<file path="config.mk">
export PLATFORM = sky130hd
export DESIGN_NAME = seg7_bcd_display_driver
export DESIGN_NICKNAME = d
export VERILOG_FILES = /design/src/rtl/seg7_bcd_display_driver.sv
export SDC_FILE = /design/constraint.sdc
export NUM_CORES = 1
export LEC_CHECK = 0
export ABC_AREA = 1
export ABC_CLOCK_PERIOD_IN_PS = 2400
export CELL_PAD_IN_SITES_DETAIL_PLACEMENT = 0
export CELL_PAD_IN_SITES_GLOBAL_PLACEMENT = 1
export CORE_AREA = 5 5 109 111
export CTS_CLUSTER_DIAMETER = 40
export DETAILED_ROUTE_END_ITERATION = 16
export DIE_AREA = 0 0 114 116
export PLACE_DENSITY_LB_ADDON = 0.1
export SYNTH_ARGS = -nofsm -noshare
export SYNTH_HDL_FRONTEND = slang
export SYNTH_SLANG_ARGS = --single-unit
export TNS_END_PERCENT = 5
</file>
<file path="constraint.sdc">
create_clock -name clk_in -period 2.4 [get_ports clk_in]
set_input_delay 0.48 -clock clk_in [delete_from_list [all_inputs] [get_ports clk_in]]
set_output_delay 0.48 -clock clk_in [all_outputs]
set_load 0.01 [all_outputs]
</file>
<file path="src/rtl/seg7_bcd_display_driver.sv">
// Binary-to-BCD (double-dabble) converter feeding a 3-digit multiplexed seven-segment display.
// Optional build macro SEG7_LEADING_ZERO_BLANK_EN blanks leading zero digits on the display only.
module seg7_bcd_display_driver #(
  parameter int unsigned SCAN_PERIOD = 50000
) (
  input  logic        clk_in,
  input  logic        rst_in,
  input  logic [7:0]  value,
  output logic [11:0] bcd_out,
  output logic        busy,
  output logic [2:0]  digit_en,
  output logic [6:0]  seg_out
);

  localparam logic [1:0]  ST_IDLE  = 2'd0;
  localparam logic [1:0]  ST_SHIFT = 2'd1;
  localparam logic [1:0]  ST_DONE  = 2'd2;
  localparam logic [19:0] SCAN_LAST = 20'(SCAN_PERIOD - 1);

  logic [1:0]  state;
  logic [7:0]  last_value;
  logic [19:0] shreg;
  logic [2:0]  iter;
  logic [19:0] shift_next;
  logic [19:0] prescaler;
  logic [1:0]  digit_idx;
  logic [1:0]  idx_next;
  logic        scan_wrap;
  logic [3:0]  nib_next;
  logic [6:0]  seg_next;
  logic [2:0]  en_next;

  function automatic logic [3:0] add3(input logic [3:0] n);
    return (n >= 4'd5) ? n + 4'd3 : n;
  endfunction

  function automatic logic [6:0] seg7(input logic [3:0] n);
    case (n)
      4'd0:    return 7'h3F;
      4'd1:    return 7'h06;
      4'd2:    return 7'h5B;
      4'd3:    return 7'h4F;
      4'd4:    return 7'h66;
      4'd5:    return 7'h6D;
      4'd6:    return 7'h7D;
      4'd7:    return 7'h07;
      4'd8:    return 7'h7F;
      4'd9:    return 7'h6F;
      default: return 7'h00;
    endcase
  endfunction

  // Add-3 correction and the left shift happen in the same iteration.
  always_comb begin
    shift_next = {add3(shreg[19:16]), add3(shreg[15:12]), add3(shreg[11:8]), shreg[7:0]} << 1;
  end

  always_ff @(posedge clk_in) begin
    if (rst_in) begin
      state      <= ST_IDLE;
      busy       <= 1'b0;
      bcd_out    <= 12'h000;
      last_value <= 8'd0;
      shreg      <= 20'd0;
      iter       <= 3'd0;
    end else begin
      case (state)
        ST_IDLE: begin
          if (value != last_value) begin
            shreg      <= {12'd0, value};
            last_value <= value;
            iter       <= 3'd0;
            busy       <= 1'b1;
            state      <= ST_SHIFT;
          end
        end
        ST_SHIFT: begin
          shreg <= shift_next;
          if (iter == 3'd7) state <= ST_DONE;
          else              iter  <= iter + 3'd1;
        end
        ST_DONE: begin
          bcd_out <= shreg[19:8];
          busy    <= 1'b0;
          state   <= ST_IDLE;
        end
        default: state <= ST_IDLE;
      endcase
    end
  end

  // Enable and pattern come from the same next index so they switch on the same edge.
  always_comb begin
    scan_wrap = (prescaler == SCAN_LAST);
    idx_next  = digit_idx;
    if (scan_wrap) idx_next = (digit_idx == 2'd2) ? 2'd0 : digit_idx + 2'd1;
    case (idx_next)
      2'd0:    begin nib_next = bcd_out[3:0];  en_next = 3'b001; end
      2'd1:    begin nib_next = bcd_out[7:4];  en_next = 3'b010; end
      default: begin nib_next = bcd_out[11:8]; en_next = 3'b100; end
    endcase
    seg_next = seg7(nib_next);
`ifdef SEG7_LEADING_ZERO_BLANK_EN
    if (idx_next == 2'd2 && bcd_out[11:8] == 4'd0) seg_next = 7'h00;
    if (idx_next == 2'd1 && bcd_out[11:4] == 8'd0) seg_next = 7'h00;
`endif
  end

  always_ff @(posedge clk_in) begin
    if (rst_in) begin
      prescaler <= 20'd0;
      digit_idx <= 2'd0;
      digit_en  <= 3'b001;
      seg_out   <= 7'h3F;
    end else begin
      prescaler <= scan_wrap ? 20'd0 : prescaler + 20'd1;
      digit_idx <= idx_next;
      digit_en  <= en_next;
      seg_out   <= seg_next;
    end
  end

endmodule

</file>
==> run metrics <==
fin nets 555; layout cell share with drive strength beyond 1 15.9%; Worst path max stage delay 0.36 ns; Period Utilization, post-route between 90% and 100%; setup_tns 0 ns; Worst Path Max Fanout 9; Routed wire per std cell 12.2 um; final WL 8200 um; first-pass GRT wire length around 14,000 um; Startpoint Class flip-flop; Worst-Margin Slew 0.321 ns; HP Class reg2reg; DR iter-0 viols between 100 and 150; Placed Cells between 600 and 700; Die Y-Extent 116 um; R2R cell count 15; syn_area_per_cell 7.67 um^2; Slew Limit Fails 0; WHS Path Cells 2; CTS Root Cell clkbuf_8; CP bufs+invs 2; vias in the first global route 2,996; Worst path depth 15; dominant cell type by area after synthesis dfxtp_1; synth top area cells dfxtp_1, nand2_1, a21oi_1; residual DRC count 0; dpl ws roughly 0.055 ns; Port Buffers 32; Cell Rows 38; Seq cells post-synth 78; required time of the critical path 2.65 ns; Layout fillers approximately 1,100; Hold Fails Final Rpt 0; clk_lat worst skew 0.36 ns; synth warn 0; die width 114 um; critical path class reg2reg; Detailed Routing Iterations Pass 1 4; Via density approximately 4.6; most frequent cells after synthesis nand2_1, dfxtp_1, a21oi_1; Final Non-Filler Cells 675; TritonCTS clock tree yes; net count after synthesis slightly above 500; Clock Skew 0.0113 ns; post-route ant nets 0; clock buffer depth 2; Die Area 13,200 um^2; IO Pins 33; Final Critical Period approximately 2.3 ns; critical path arrival around 2.5 ns; GP Congestion about 0.78; number of max-cap violations 0; slowest CP cell dfxtp_2; DR vias 3,092; P&R area growth vs syn 23.8%; Final WS setup 0.148 ns; CP Capture Type flip-flop; cells after synthesis 480; DP Wirelength 6000 um; status complete, no violations; Max-slew headroom 78.5%; top-count cell post-synth nand2_1; Leakage Power 1.83 nW; Hold Worst Slack 0.468 ns; number of synthesized flops with an enable pin 0; # H-tree levels 3; Antenna Cells 0; Top delay family on crit path simple AND/OR/NAND/NOR gates; Yosys top cell area share about 42%; TritonCTS sink count 78; dominant synthesized flop cell dfxtp_1; FFs w/ async S/R, synth 0%; GRT Total Usage between 10% and 20%; Starting Density 34.4%; TritonCTS Buffers 9; fmax 444 MHz; Final Total Pwr 2.74 mW; hold_buf cts 0; Cell Chain, Critical Path ha_4 -> nand3_4 -> nor2_8 -> nand3_4 -> nand2_4 -> nand2_4 -> nand2_2 -> nor2_1 -> nor3_2 -> buf_4 -> ha_1 -> inv_1 -> o21ai_1 -> nand2_1 -> nand2_1; Core Area 10,700 um^2; initial antenna violation count 0; Seq/Total Area, Yosys roughly 42%; clock transition at the registers of the reported paths 0.08 ns; library cells used by synthesis 40; VDD IR-drop max 0.412 mV; pwr/cell area ~600 nW/um^2; total gr overflow 0; Final Setup Violations 0; pin count of the biggest net entering global routing 25; Mapped Area 3680 um^2
-- kinds of logic after synthesis --
kind of cell    after synthesis  synth area share (%)
fa+ha+maj                    15                  5.10
buf+inv                      64                  6.79
compound gates               96                  13.9
simple gates                217                  29.5
xor+xnor                     10                  2.38
flops                        78                  42.4
-- cell type report --
| type | instances | area, um^2 | share of cell area (%) |
|---|---|---|---|
| Multi-Input combinational cell | 338 | 1900 | 41.7 |
| Tap cell | 140 | 175 | 3.84 |
| Sequential cell | 78 | 1570 | 34.4 |
| Timing Repair Buffer | 53 | 478 | 10.5 |
| Clock buffer | 13 | 159 | 3.49 |
| Inverter | 50 | 189 | 4.14 |
| Clock inverter | 3 | 90.1 | 1.98 |
-- metrics by stage --
stage,instance area [um^2],utilization (%)
floorplan,3680,-
global placement,4230,39.5
detailed placement,4230,39.5
CTS,4480,41.9
global route,4560,42.6
finish,4560,42.6
-- where the power goes --
| group | leakage [nW] | internal (mW) | total [mW] | switching [mW] |
|---|---|---|---|---|
| Sequential | 0.636 | 1.32 | 1.35 | 0.0214 |
| Combinational | 1.07 | 0.0722 | 0.164 | 0.0922 |
| Clock | 0.124 | 0.749 | 1.23 | 0.483 |
-- worst paths after layout --
kind | startpoint | to | slack, ns
setup reg to reg | prescaler[0] | seg_out[3] | 0.15
hold reg to reg | iter[1] | iter[1] | 0.47
setup / recovery | prescaler[0] | seg_out[3] | 0.15
hold / removal | iter[1] | iter[1] | 0.47
-- layout by cell type (no fill, tap or decap), drive strengths merged --
cell / instances
clkbuf: 13
nor3: 7
ha: 15
nand4: 8
or4: 1
a31oi: 7
clkdlybuf4s50: 32
clkinv: 2
dfxtp: 78
bufinv: 3
nor2: 48
or3: 1
xnor2: 6
nand2: 111
xor2: 4
a211oi: 1
a21oi: 55
o21ai: 27
o211ai: 2
o21a: 4
nor3b: 1
buf: 21
nand3: 33
inv: 48
or2: 5
nand3b: 2
-- per-layer routing --
| metal | global-route usage [%] | vias to the layer above | wire [um] |
|---|---|---|---|
| met2 | 21.7 | 33 | 3840 |
| met1 | 16.9 | 1376 | 3960 |
| met5 | 0 | - | 0 |
| li1 | - | 1674 | - |
| met4 | 4.83 | 0 | 132 |
| met3 | 4.18 | 9 | 266 |
-- tightest hold or removal path: cells and delay by family (launching register included) --
family | cells | cell delay [ns]
flops | 1 | 0.32
compound gates | 1 | 0.05
simple gates | 1 | 0.06
-- state kept, by name (all words and copies together), names as in the netlist --
signal,flops
prescaler,20
shreg,20
bcd_out,12
last_value,8
seg_out,7
digit_en,3
iter,3
digit_idx,2
state,2
busy,1
-- timing repair --
| action | CTS | global route |
|---|---|---|
| endpoints found under the setup margin | 0 | 6 |
| buffers inserted | 0 | 6 |
| hold endpoints to repair | 0 | 0 |
| gates resized for setup | 0 | 15 |
Note: power is estimated with default switching activity, not from simulation.
